[src/rtl/cnt_timer_sched.sv]
// Round-robin scheduler that time-shares one external loadable up-counter as a one-shot delay timer.
// Define CNT_SCHED_ABORT_EN to add a per-requester ABORT input that cancels the active job.
module cnt_timer_sched #(
  parameter int W    = 8,
  parameter int NREQ = 4,
  parameter int IDW  = 2
) (
  input  logic              CLK,
  input  logic              RST,
  input  logic [NREQ-1:0]   REQ,
  input  logic [NREQ*W-1:0] DLY,
`ifdef CNT_SCHED_ABORT_EN
  input  logic [NREQ-1:0]   ABORT,
`endif
  output logic [NREQ-1:0]   ACK,
  output logic [NREQ-1:0]   DONE,
  output logic              BUSY,
  output logic [IDW-1:0]    CUR_ID,
  output logic              CNT_EN,
  output logic              CNT_LOAD,
  output logic [W-1:0]      CNT_DATA,
  input  logic              CNT_COUT,
  input  logic [W-1:0]      CNT_DOUT
);

  typedef enum logic [1:0] {IDLE, LOAD, RUN, FIN} state_t;

  state_t          state_q;
  logic [IDW-1:0]  ptr_q;
  logic [IDW-1:0]  id_q;
  logic            dlyZero_q;
  logic [W-1:0]    data_q;
  logic [NREQ-1:0] ack_q;
  logic [NREQ-1:0] done_q;
  logic            busy_q;

  logic [IDW-1:0]  win_d;
  logic            anyReq_d;
  logic            abortHit;
  logic            loadEn;
  logic [W-1:0]    dlyArr [NREQ];
  logic            unusedDout;

  // The counter value is exposed for debug only; control relies on CNT_COUT alone.
  assign unusedDout = ^CNT_DOUT;

  for (genvar g = 0; g < NREQ; g++) begin : gSlice
    assign dlyArr[g] = DLY[g*W +: W];
  end

  // Scan from the highest offset down so the nearest requester at or after the pointer wins last.
  always_comb begin
    logic [IDW-1:0] idx;
    idx      = '0;
    win_d    = '0;
    anyReq_d = 1'b0;
    for (int k = NREQ - 1; k >= 0; k--) begin
      idx = IDW'((int'(ptr_q) + k) % NREQ);
      if (REQ[idx]) begin
        win_d    = idx;
        anyReq_d = 1'b1;
      end
    end
  end

`ifdef CNT_SCHED_ABORT_EN
  assign abortHit = ABORT[id_q] && ((state_q == LOAD) || (state_q == RUN));
`else
  assign abortHit = 1'b0;
`endif

  // RUN gates the enable with COUT so the counter parks at all-ones instead of wrapping.
  assign loadEn   = (state_q == LOAD) && !dlyZero_q && !abortHit;
  assign CNT_EN   = loadEn || ((state_q == RUN) && !CNT_COUT && !abortHit);
  assign CNT_LOAD = !loadEn;
  assign CNT_DATA = data_q;
  assign ACK      = ack_q;
  assign DONE     = done_q;
  assign BUSY     = busy_q;
  assign CUR_ID   = id_q;

  always_ff @(posedge CLK or negedge RST) begin
    if (!RST) begin
      state_q   <= IDLE;
      ptr_q     <= '0;
      id_q      <= '0;
      dlyZero_q <= 1'b0;
      data_q    <= '0;
      ack_q     <= '0;
      done_q    <= '0;
      busy_q    <= 1'b0;
    end else begin
      case (state_q)
        IDLE: begin
          if (anyReq_d) begin
            state_q   <= LOAD;
            id_q      <= win_d;
            dlyZero_q <= (dlyArr[win_d] == '0);
            data_q    <= -dlyArr[win_d];
            ptr_q     <= IDW'((int'(win_d) + 1) % NREQ);
            ack_q     <= NREQ'(1) << win_d;
            busy_q    <= 1'b1;
          end
        end
        LOAD: begin
          ack_q  <= '0;
          data_q <= '0;
          if (abortHit) begin
            state_q <= IDLE;
            busy_q  <= 1'b0;
            id_q    <= '0;
          end else if (dlyZero_q) begin
            state_q <= FIN;
            done_q  <= NREQ'(1) << id_q;
          end else begin
            state_q <= RUN;
          end
        end
        RUN: begin
          if (abortHit) begin
            state_q <= IDLE;
            busy_q  <= 1'b0;
            id_q    <= '0;
          end else if (CNT_COUT) begin
            state_q <= FIN;
            done_q  <= NREQ'(1) << id_q;
          end
        end
        FIN: begin
          state_q <= IDLE;
          done_q  <= '0;
          busy_q  <= 1'b0;
          id_q    <= '0;
        end
        default: state_q <= IDLE;
      endcase
    end
  end

endmodule

[config.mk]
export PLATFORM = sky130hd
export DESIGN_NAME = cnt_timer_sched
export DESIGN_NICKNAME = d
export VERILOG_FILES = /design/src/rtl/cnt_timer_sched.sv
export SDC_FILE = /design/constraint.sdc
export NUM_CORES = 1
export LEC_CHECK = 0
export ABC_CLOCK_PERIOD_IN_PS = 4600
export CORE_UTILIZATION = 40
export DETAILED_ROUTE_END_ITERATION = 8
export PLACE_DENSITY = 0.82
export RECOVER_POWER = 100
export SLEW_MARGIN = 20
export SYNTH_ARGS = -nofsm -noshare
export SYNTH_HDL_FRONTEND = slang
export SYNTH_SLANG_ARGS = --single-unit
[constraint.sdc]
create_clock -name CLK -period 4.6 [get_ports CLK]
set_input_delay 0.92 -clock CLK [delete_from_list [all_inputs] [get_ports CLK]]
set_output_delay 0.92 -clock CLK [all_outputs]
set_load 0.01 [all_outputs]
Word level (Yosys, flattened, before mapping) --
Index checks and enable logic that the tools add are counted.
Storage, ports and cells: ROM bits 0, memories kept 0, bits of input ports 47, output and inout port bits 21, latch bits 0, bits in registers 24, memory bits (writable) 0, word-level logic and storage cells 78
Cells by class: reduce and logical (&&, ||, !) cells 16, shift operators 2, multiply operators 0, divide/modulo/power cells 0, multiplexer cells 34, eq/ne operators 6, order comparisons 5, add/subtract/negate cells 5, bitwise gates (word level) 2
Operators by type and width (count):
- 8-bit two-way mux | 3
- 8-bit binary-select mux with 2-bit select | 1
- 8-bit one-hot mux with 2 select lines | 1
- 2-bit two-way mux | 7
- 2-bit by 3-bit less-than comparator with 1-bit output, second input constant | 4
- 4-bit two-way mux | 3
- 4-bit one-hot mux with 3 select lines | 1
- 1-bit two-way mux | 10
- 1-bit binary-select mux with 2-bit select | 4
- 8-bit zero test | 1
- 8-bit negator | 1
- 2-bit one-hot mux with 4 select lines | 1
- 4-bit one-hot mux with 2 select lines | 1
- 2-bit AND reduction | 4
- 1-bit by 2-bit << shifter with 4-bit output, first input constant | 2
- 2-bit != test, second input constant | 3
- 2-bit by 1-bit adder with 2-bit output, second input constant | 2
- 2-bit adder, second input constant | 2
- 2-bit == test, second input constant | 2
- 2-bit one-hot mux with 2 select lines | 1
- 3-bit >= comparator, second input constant | 1
- 1-bit zero test | 3
- 2-bit NOT with 3-bit output | 1
- 3-bit AND reduction | 1
- other kinds (9) | 10

Longest topological paths before layout --
Gate-level depths: netlist (run 1).
word-level depth 14, depth in mapped cells 11, mapped depth without buffers 10

Least setup slack after synthesis (run 1) --
Ideal clock, no wire load.
kind input to register, start in REQ[1], end reg data_q[6] (netlist: CNT_DATA[6]), library setup time 0.083 ns, arrival time 2.865 ns, path buffers 1, slack 1.652 ns, stages on the path 11, data required time 4.517 ns, cell sequence a21boi_1 -> o22ai_2 -> nor2_4 -> buf_8 -> mux2i_1 -> mux2_4 -> ha_1 -> a21boi_0 -> nand4_1 -> xor2_1 -> o21ai_0
Between the ends: longest elaborated chain between the ends 13, elaborated cells on any way between the ends 25, classes of those cells 1 x add/sub; 1 x eq/ne; 21 x mux; 1 x bitwise; 1 x reduce/logical
Ends and longest elaborated chain:
- start, declared | RTL line 10 | input logic [NREQ-1:0] REQ,
- 1-bit binary-select mux with 2-bit select | RTL line 59 | if (REQ[idx]) begin
- 1-bit two-way mux (not written as such) | RTL line 59
- 2-bit two-way mux (4 in a row) | RTL line 59
- 2-bit NOT with 3-bit output (not written as such) | RTL line 99 | data_q <= -dlyArr[win_d];
- 8-bit binary-select mux with 2-bit select | RTL line 99
- 8-bit two-way mux (not written as such) (2 in a row) | RTL line 99
- 8-bit negator | RTL line 99
- 8-bit two-way mux | RTL line 95 | if (anyReq_d) begin
- 8-bit one-hot mux with 2 select lines | RTL line 93 | case (state_q)
- end signal, assigned | RTL line 99
- end, declared | RTL line 32 | logic [W-1:0] data_q;
Several ways; a longest one is shown, not always the timed one. The select of a mux whose other input is x is not followed. A chain may end at the register's enable or synchronous reset.

Worst setup path in the final report (run 1) --
Ends and elaborated chain as after synthesis.

==> results by group, run 1 <==
Status
  • Outcome: complete, no violations

Drt
  • Total wire length: 3318 um
  • Final routed wire length divided by cell count: around 13 um
  • Initial detailed-routing violation count: 37
  • Vias per inst: about 5.1
  • # DRC: 0
  • Pre-Repair DR Iteration Count: 4
  • DR vias: about 1300
  • Remaining number of nets flagged by the antenna check after routing: 0

Floorplan
  • Boundary pin count: 68
  • Height of the die: about 65 um
  • Core Area: 0.003716 mm^2
  • Die boundary width: around 65 um
  • Starting utilization of the core area: 42.09%
  • Die outline area: 0.004164 mm^2
  • Standard-cell rows: 22

Clock network
  • CTS Hold Bufs: 0
  • Depth of the CTS H-tree: 1
  • Worst-path clk slew: 80 ps
  • CTS tree: done
  • Latest clock arrival within the worst-skew pair: 260 ps
  • Clk sink count: 24
  • CTS root buf: clkbuf_8
  • TritonCTS Buffers: 3
  • Maximum root-to-sink buffer count: 2
  • Number of setup buffers added after CTS: 0
  • CTS resizes: 0

Place
  • Post-detail-place hpwl: between 2000 and 3000 um
  • DP Area: 0.002211 mm^2
  • Count of input and output buffers: a little under 60
  • Weighted congestion at the end of routability-driven global placement: 0.7901

Timing
  • Worst-Margin Slew: 1247 ps
  • RSZ-0062 raised after global routing: no
  • Final worst-path cycle share: 82.36%
  • Final hold violation count: 0
  • Largest clock skew in the final design: 2.127 ps
  • Total negative setup slack: 0 ps
  • Final critical delay including setup and external delays: around 3800 ps
  • Final setup violation count: 0
  • Highest clock rate: 263.9 MHz
  • Max_slew headroom: 16.84%
  • Pins Over Slew Limit: 0

Logic synthesis
  • Share of synthesized area spent on multiplexers: between 15 and 20%
  • Share of synthesized flip-flops with an asynchronous set or reset: 100.0%
  • Combinational family with the most area after synthesis: compound AO/OA/AOI/OAI gates
  • Fraction of synthesized cell area in xor and xnor cells: 1.680%
  • Synth unique cells: 43
  • Proportion of synthesized chip area in sequential cells: 38.40%
  • Mapped cell area: 0.001564 mm^2
  • Yosys reg bits: 24
  • Post-synthesis compound-gate area fraction: 16.96%
  • Adder and majority cell fraction of the synthesized area: 8.000%
  • Most common flop cell mapped by yosys: dfrtp_1
  • Gate Count Post-Synth: approximately 150
  • Per-instance average area after synthesis: 10.29 um^2
  • Mapped Nets: between 200 and 250
  • Number of enable flip-flop cells after synthesis: 0
  • Simple-gate share of the synthesized area: around 15%
  • Number of warnings printed during yosys synthesis: 0

Global routing
  • Largest net degree at the start of global routing: 25
  • Number of global-route vias before repair: 1310
  • Total routing resource utilization after global routing: 17.89%
  • First-pass GRT wire length: 5823 um
  • Antenna violations before repair: 0
  • Total congestion overflow: 0

Power
  • Standby leakage power: 1.010 nW
  • VDD IR-drop max: about 0.00019 V
  • Power per cell area: 564.3 mW/mm^2

Min path
  • Hold endpoint: CNT_DATA[5]$_DFFE_PN0P_
  • Min-Delay Path Class: reg -> reg
  • Min-Delay Startpoint: CNT_DATA[5]$_DFFE_PN0P_
  • Worst hold path cell count: 2

Layout
  • Antenna Cells: 0
  • NumNets Final: around 270
  • Area overhead of the layout relative to synthesis: 44.24%
  • Final instance area: 0.002256 mm^2
  • Ratio of cells with drive above 1 in the final layout: 9.767%

Setup path
  • Logic depth of the worst register-to-register path: 10
  • Peak per-stage delay on the critical path: 620 ps
  • Slowest cell on crit path: dlygate4sd3_1
  • Reg2Reg Launch Point: ptr_q[1]$_DFFE_PN0P_
  • Crit Path Max Fanout: 9
  • Endpoint arrival time on the critical path: 3970 ps
  • List of cells traversed by the critical path: dlygate4sd3_1 > a21oi_1 > o21a_1 > o22a_1 > clkinvlp_2 > mux2_1 > ha_1 > a21boi_0 > nand4_1 > xor2_1 > o21ai_0
  • Element type at the critical path start: primary input
  • Worst path required time: 4790 ps
  • Type of element capturing the critical path: flop
  • Register-to-register path setup slack: 1610 ps
  • RR Endpoint: CNT_DATA[6]$_DFFE_PN0P_
  • Crit Path Category: in -> reg

Job
  • Max-cap violation count: 0
-- sequential cells by signal (all words and copies together) (netlist names) --
name / cells
CNT_DATA: 8
state_q: 2
DONE: 4
ACK: 4
BUSY: 1
CUR_ID: 2
ptr_q: 2
dlyZero_q: 1
-- layer usage --
layer / vias to the layer above / global-route usage, % / routed length (um)
li1: 688 / - / -
met4: 0 / 5.833 / 0
met2: 50 / 29.34 / 1604
met1: 601 / 24.15 / 1563
met5: - / 0 / 0
met3: 0 / 2.465 / 149
-- Yosys cell counts (2+ instances only) --
library cell	number	area, um^2
mux2_2	7	78.83
a21oi_1	3	15.01
nand3_1	6	30.03
inv_1	7	26.28
nand2b_1	3	18.77
nor2_1	5	18.77
xor2_1	3	26.28
dfrtp_1	24	600.6
nand4_1	2	12.51
nand2_1	15	56.30
o31ai_1	2	15.01
o22a_2	2	20.02
a22o_1	5	43.79
o21a_1	2	15.01
o21ai_0	14	70.07
mux2_4	3	45.04
ha_1	10	125.1
mux2i_1	14	140.1
-- stage by stage --
stage	setup WS [ps]	power [W]	utilization, %	cells	hold WS (ps)
2_1_floorplan	1652	0.0008585	-	152	457.4
3_3_place_gp	798.9	0.001125	59.49	259	464.5
3_5_place_dp	743.1	0.001150	59.49	259	466.9
4_1_cts	997.6	0.001333	61.41	263	485.3
5_1_grt	507.3	0.001388	60.71	263	499.0
6_report	811.4	0.001273	60.71	263	475.4
-- how the worst max path moves through the flow --
stage / to / startpoint / slack, ps
after floorplan: CNT_DATA[6]$_DFFE_PN0P_ / REQ[1] / 1650
after global placement: CNT_DATA[7]$_DFFE_PN0P_ / REQ[1] / 800
after detailed placement: CNT_DATA[7]$_DFFE_PN0P_ / REQ[1] / 740
after CTS: CNT_DATA[7]$_DFFE_PN0P_ / REQ[1] / 1000
after global routing: CNT_DATA[6]$_DFFE_PN0P_ / REQ[1] / 510
final: CNT_DATA[6]$_DFFE_PN0P_ / REQ[1] / 810
-- logic make-up (layout without fill, tap and decap cells) --
logic type / Yosys count / in the layout
DFF: 24 / 24
buffers and inverters: 10 / 73
xor gates and xnor gates: 3 / 3
and+or+nand+nor: 43 / 43
adders and majority gates: 10 / 10
AOI/OAI and AO/OA: 38 / 38
muxes: 24 / 24
-- cell usage in the layout, fill, tap and decap left out, types with 2 or more instances in the layout --
cell              n
mux2i_1          14
a21boi_0          2
mux2_1            3
dlygate4sd3_1    24
o31ai_1           2
nand2b_1          3
nor2_1            5
o21ai_0          14
o21a_1            2
inv_1             7
mux2_2            6
ha_1             10
nand2_1          15
dfrtp_1          24
buf_4             2
a21oi_1           3
nand3_1           7
clkdlybuf4s50_1  34
a22o_1            5
clkbuf_8          3
xor2_1            3
nand4_1           2
-- final cells by class --
cell class,instances,area (um^2)
clock buffers,3,41.29
multi-input cells,118,893.4
well taps,48,60.06
inverters,8,31.28
fillers,355,1460
repair buffers,61,599.3
flip-flops and latches,24,600.6
clock inverters,1,30.03
-- critical path, delay by kind of cell --
family                   cells  cell delay, ps
XOR/XNOR                     1             160
multiplexers                 1             370
buffers and inverters        2            1090
AO/OA/AOI/OAI                5            1080
adder cells (fa/ha/maj)      1             190
AND/OR/NAND/NOR              1             160
-- power by group --
group | switching (W) | leakage [nW] | internal (W)
logic | 0.000379 | 0.663 | 0.000357
registers | 0.0000616 | 0.311 | 0.000296
clock network | 0.0000628 | 0.0357 | 0.000116
Note: power is estimated with default switching activity, not from simulation.
==> inputs of run 2 (changes only) <==
--- a/config.mk
+++ b/config.mk
@@ -5,10 +5,10 @@
 export SDC_FILE = /design/constraint.sdc
 export NUM_CORES = 1
 export LEC_CHECK = 0
-export ABC_CLOCK_PERIOD_IN_PS = 4600
-export CORE_UTILIZATION = 40
+export ABC_CLOCK_PERIOD_IN_PS = 3050
+export CORE_UTILIZATION = 38
 export DETAILED_ROUTE_END_ITERATION = 8
-export PLACE_DENSITY = 0.82
+export PLACE_DENSITY = 0.81
 export RECOVER_POWER = 100
 export SLEW_MARGIN = 20
 export SYNTH_ARGS = -nofsm -noshare
==> constraint.sdc (replaced) <==
create_clock -name CLK -period 3.05 [get_ports CLK]
set_input_delay 0.61 -clock CLK [delete_from_list [all_inputs] [get_ports CLK]]
set_output_delay 0.61 -clock CLK [all_outputs]
set_load 0.01 [all_outputs]
==> results by group, run 2 (same netlist as run 1, synthesis figures left out) <==
Setup path
  • Worst path required time: 3250 ps
  • Crit Path Category: in -> reg
  • Beginning of the critical path: REQ[1]
  • Type of element capturing the critical path: flop
  • Endpoint arrival time on the critical path: 3030 ps
  • Crit Path Max Fanout: 7
  • Element type at the critical path start: primary input
  • Logic depth of the worst register-to-register path: 9
  • RR Endpoint: CNT_DATA[7]$_DFFE_PN0P_
  • Reg2Reg Launch Point: ptr_q[1]$_DFFE_PN0P_
  • Register-to-register path setup slack: 460 ps

Layout
  • Area overhead of the layout relative to synthesis: 51.52%
  • Ratio of cells with drive above 1 in the final layout: 16.16%
  • Final instance area: 0.002370 mm^2
  • NumNets Final: approximately 290
  • Antenna Cells: 0
  • Number of flip-flops under the largest register name: 8
  • Most frequent cells in the layout: clkdlybuf4s50_1, dfrtp_1, dlygate4sd3_1
  • Commonest non-fill, non-tap cell in the layout: clkdlybuf4s50_1
  • Post-route non-filler standard cell count: 277
  • Final Util: 62.38%

Global routing
  • First-pass GRT wire length: 5671 um
  • Largest net degree at the start of global routing: 25
  • Total congestion overflow: 0
  • Antenna violations before repair: 0
  • Total routing resource utilization after global routing: 16.71%
  • Number of global-route vias before repair: 1297

Power
  • Power per cell area: 821.5 mW/mm^2
  • Pint: 0.001167 W
  • Standby leakage power: 1.079 nW
  • NetSw: 0.0007793 W
  • Combinational share of power: a little over three fifths
  • VDD IR-drop max: between 0.0003 and 0.0004 V
  • Clock Power Share: 9.2%
  • Switching share of power: between 40% and 50%
  • Sequential fraction of design power: between 20% and 30%

Place
  • DP Area: 0.002336 mm^2
  • Weighted congestion at the end of routability-driven global placement: 0.7808
  • Post-detail-place hpwl: ~2800 um
  • Count of input and output buffers: around 60
  • Post-placement cell count: 274

Floorplan
  • Height of the die: 66.16 um
  • Standard-cell rows: 22
  • Die outline area: 0.004376 mm^2
  • Boundary pin count: 68
  • Die boundary width: 66.16 um
  • Starting utilization of the core area: 41.17%
  • Core Area: 0.003799 mm^2

Drt
  • # DRC: 0
  • Final routed wire length divided by cell count: 12.18 um
  • Initial detailed-routing violation count: 52
  • DR vias: 1392
  • Total wire length: 3373 um
  • Pre-Repair DR Iteration Count: 4
  • Remaining number of nets flagged by the antenna check after routing: 0
  • Vias per inst: ~5.0

Min path
  • Hold endpoint: CNT_DATA[5]$_DFFE_PN0P_
  • Min-Delay Path Class: reg -> reg
  • Min-Delay Startpoint: CNT_DATA[5]$_DFFE_PN0P_
  • Worst hold path cell count: 2

Status
  • Outcome: complete, no violations

Clock network
  • CTS Hold Bufs: 0
  • CTS tree: done
  • Clk sink count: 24
  • CTS resizes: 0
  • Maximum root-to-sink buffer count: 2
  • TritonCTS Buffers: 3
  • Latest clock arrival within the worst-skew pair: 260 ps
  • Worst-path clk slew: 80 ps
  • Depth of the CTS H-tree: 1
  • CTS root buf: clkbuf_8
  • Number of setup buffers added after CTS: 0

Timing
  • Pins Over Slew Limit: 0
  • Largest clock skew in the final design: 1.509 ps
  • Final hold violation count: 0
  • Max_slew headroom: 17.45%
  • RSZ-0062 raised after global routing: no
  • Final setup violation count: 0
  • Highest clock rate: 353.3 MHz
  • Worst-Margin Slew: 1238 ps
  • Final critical delay including setup and external delays: 2830 ps
  • Final worst-path cycle share: between 90 and 100%

Job
  • Max-cap violation count: 0
-- run 2: power by group through the flow --
stage / Combinational, W / Sequential [W] / Clock, W
2_1_floorplan: 0.000717 / 0.000578 / 0
3_3_place_gp: 0.00124 / 0.000549 / 0
3_5_place_dp: 0.00127 / 0.000555 / 0
4_1_cts: 0.00128 / 0.000549 / 0.000186
5_1_grt: 0.00137 / 0.000560 / 0.000199
6_report: 0.00122 / 0.000544 / 0.000180
-- run 2: worst max path at each step --
stage	endpoint	slack [ps]	depth (start not counted)
floorplan	CNT_DATA[6]$_DFFE_PN0P_	410	11
global placement	CNT_DATA[7]$_DFFE_PN0P_	-20	10
detailed placement	CNT_DATA[6]$_DFFE_PN0P_	-90	11
CTS	CNT_DATA[6]$_DFFE_PN0P_	190	11
global route	CNT_DATA[6]$_DFFE_PN0P_	10	11
finish	CNT_DATA[5]$_DFFE_PN0P_	220	10
-- run 2: per-stage QoR --
stage	setup WS, ps	total power (W)	hold slack (ps)	TNS [ps]
2_1_floorplan	412.4	0.001295	314.4	0
3_3_place_gp	-23.17	0.001791	467.2	-36.11
3_5_place_dp	-88.70	0.001828	477.3	-242.4
4_1_cts	187.7	0.002012	494.8	0
5_1_grt	10.65	0.002125	502.9	0
6_report	219.7	0.001947	484.0	0
-- run 2: critical path: stages --
cell and delay, ps:
clkdlybuf4s50_1 410, buf_4 160, a21oi_1 110, o21a_1 120, o22a_2 170, clkinvlp_2 270
mux2_1 430, buf_4 160, or4_1 490, nand3_1 90
-- run 2: final cells by class --
class | instances | area (um^2)
inverters | 8 | 31.28
clock buffers | 3 | 41.29
flip-flops and latches | 24 | 600.6
repair buffers | 76 | 723.2
fillers | 343 | 1429
well taps | 48 | 60.06
multi-input cells | 118 | 913.4
-- run 2: layer usage --
metal	vias up	part of all wire (%)	global-route usage [%]
met5	-	0	0
met4	0	0.74	4.787
met3	2	5.4	2.069
met2	51	47	28.83
met1	618	47	21.71
li1	721	-	-
==> inputs of run 3 (changes only) <==
==> constraint.sdc (replaced) <==
create_clock -name CLK -period 3.05 [get_ports CLK]
set_input_delay 0.4575 -clock CLK [delete_from_list [all_inputs] [get_ports CLK]]
set_output_delay 0.4575 -clock CLK [all_outputs]
set_load 0.01 [all_outputs]
==> results by group, run 3 (same netlist as run 1, synthesis figures left out) <==
Status
  • Outcome: complete, no violations

Floorplan
  • Die outline area: 0.004376 mm^2
  • Die boundary width: 66.16 um
  • Height of the die: 66.16 um
  • Standard-cell rows: 22
  • Starting utilization of the core area: slightly above 40%
  • Boundary pin count: slightly below 70
  • Core Area: ~0.0038 mm^2

Drt
  • # DRC: 0
  • Initial detailed-routing violation count: 60
  • Pre-Repair DR Iteration Count: 4
  • Final routed wire length divided by cell count: approximately 12 um
  • DR vias: 1360
  • Remaining number of nets flagged by the antenna check after routing: 0
  • Total wire length: 3315 um
  • Vias per inst: slightly above 5

Place
  • Minimum setup slack after placement: -2.748 ps
  • Weighted congestion at the end of routability-driven global placement: just under 0.8
  • Post-detail-place hpwl: 2738 um
  • Count of input and output buffers: about 60
  • Post-placement cell count: 266

Setup path
  • Element type at the critical path start: primary input
  • List of cells traversed by the critical path: clkdlybuf4s50_1 > a21boi_1 > o22ai_1 > nor2_4 > clkbuf_1 > mux2_4 > nor2_2 > a21oi_1 > or3_1 > a32o_1
  • Type of element capturing the critical path: flop
  • Endpoint arrival time on the critical path: approximately 3000 ps
  • Worst path required time: ~3200 ps
  • Critical path buffer and inverter count: 2
  • Crit Path Max Fanout: 7
  • Slowest cell on crit path: clkdlybuf4s50_1
  • Kind of cell with the highest combined delay on the critical path: buffers and inverters
  • Crit Path Category: in -> reg
  • Peak per-stage delay on the critical path: between 400 and 500 ps

Timing
  • Smallest setup slack after layout: 183.2 ps
  • Max_slew headroom: a little under a fifth
  • Worst-Margin Slew: 1216 ps
  • Final critical delay including setup and external delays: 2867 ps
  • Highest clock rate: 348.8 MHz
  • Pins Over Slew Limit: 0
  • Final hold violation count: 0
  • Min Hold Slack: 478.0 ps
  • Final worst-path cycle share: around 94%
  • Largest clock skew in the final design: between 7 and 8 ps
  • Final setup violation count: 0
  • RSZ-0062 raised after global routing: no

Clock network
  • Depth of the CTS H-tree: 1
  • CTS root buf: clkbuf_8
  • CTS resizes: 0
  • TritonCTS Buffers: 3
  • Maximum root-to-sink buffer count: 2
  • CTS tree: done
  • Latest clock arrival within the worst-skew pair: 260 ps
  • Clk sink count: 24
  • Worst-path clk slew: 70 ps
  • CTS Hold Bufs: 0
  • Number of setup buffers added after CTS: 0

Layout
  • Total area of multi-input combinational cells: 903.4 um^2
  • Sequential standard cell area: approximately 600 um^2
  • Ratio of cells with drive above 1 in the final layout: 13.12%
  • NumNets Final: between 200 and 300
  • Number of fillers in the final layout: 357
  • Most frequent cells in the layout: clkdlybuf4s50_1, dfrtp_1, dlygate4sd3_1
  • Final Util: 60.54%
  • Post-route non-filler standard cell count: 269
  • Antenna Cells: 0
  • Number of flip-flops under the largest register name: 8
  • Area overhead of the layout relative to synthesis: 47.04%
  • Commonest non-fill, non-tap cell in the layout: clkdlybuf4s50_1

Global routing
  • First-pass GRT wire length: 5823 um
  • Total congestion overflow: 0
  • Total routing resource utilization after global routing: 17.13%
  • Antenna violations before repair: 0
  • Largest net degree at the start of global routing: 25
  • M2 GR Usage: 28.06%
  • Met1 track demand over resource in global routing: 23.09%
  • Number of global-route vias before repair: approximately 1300
  • Most crowded layer after global routing: met2
  • Met3 capacity usage during global routing: 2.931%

Job
  • Max-cap violation count: 0

Power
  • VDD IR-drop max: 0.0002939 V
  • Standby leakage power: 1.037 nW
  • Power per cell area: 821.1 mW/mm^2

Min path
  • Min-Delay Path Class: reg -> reg
[run 3: changes by cell type in the layout (fill, tap and decap cells not counted)]
cell,delta
o22ai_2,-1
clkinv_2,+1
o22ai_1,+1
clkinvlp_2,-1
clkdlybuf4s50_1,-1
clkbuf_4,-2
dlygate4sd3_1,+1
mux2_2,+2
a21boi_0,+1
buf_4,-6
mux2_4,-1
a21boi_1,-1
mux2_1,-1
[run 3: area by class of cell]
cell class                      instances  share of cell area (%)
Sequential cell                        24                   26.12
Multi-Input combinational cell        118                   39.28
Tap cell                               48                   2.612
Clock buffer                            3                   1.795
Timing Repair Buffer                   68                   28.84
Inverter                                8                   1.360
[run 3: power breakdown]
| group | total, W | internal, W | switching [W] |
|---|---|---|---|
| clock | 0.000182 | 0.0000883 | 0.0000940 |
| sequential | 0.000543 | 0.000447 | 0.0000959 |
| combinational | 0.00116 | 0.000590 | 0.000573 |
[run 3: worst paths after layout]
kind,slack [ps],cells after the start,startpoint,to
max in group asynchronous,1360,2,RST,CNT_DATA[6]$_DFFE_PN0P_
min in group asynchronous,960,2,RST,DONE[3]$_DFFE_PN0P_
setup reg to reg,320,9,ptr_q[1]$_DFFE_PN0P_,CNT_DATA[7]$_DFFE_PN0P_
setup / recovery,180,10,REQ[0],CNT_DATA[7]$_DFFE_PN0P_
hold / removal,480,2,CNT_DATA[5]$_DFFE_PN0P_,CNT_DATA[5]$_DFFE_PN0P_
hold reg to reg,480,2,CNT_DATA[5]$_DFFE_PN0P_,CNT_DATA[5]$_DFFE_PN0P_
[run 3: per-layer routing]
metal,vias to the layer above,wire length (um)
li1,702,-
met4,0,36
met3,5,197
met1,604,1575
met5,-,0
met2,49,1505
[run 3: tightest hold or removal path, stage by stage, from the launching register on]
cell	delay [ps]
dfrtp_1	340
nand2_1	50
nand3_1	60
[run 3: stage by stage]
step                      total power (W)  TNS (ps)  cell area, um^2
after floorplan                  0.001295         0             1564
after global placement           0.001748         0             2276
after detailed placement         0.001785    -2.748             2276
after CTS                        0.001968         0             2317
after global routing             0.002071         0             2300
final                            0.001888         0             2300
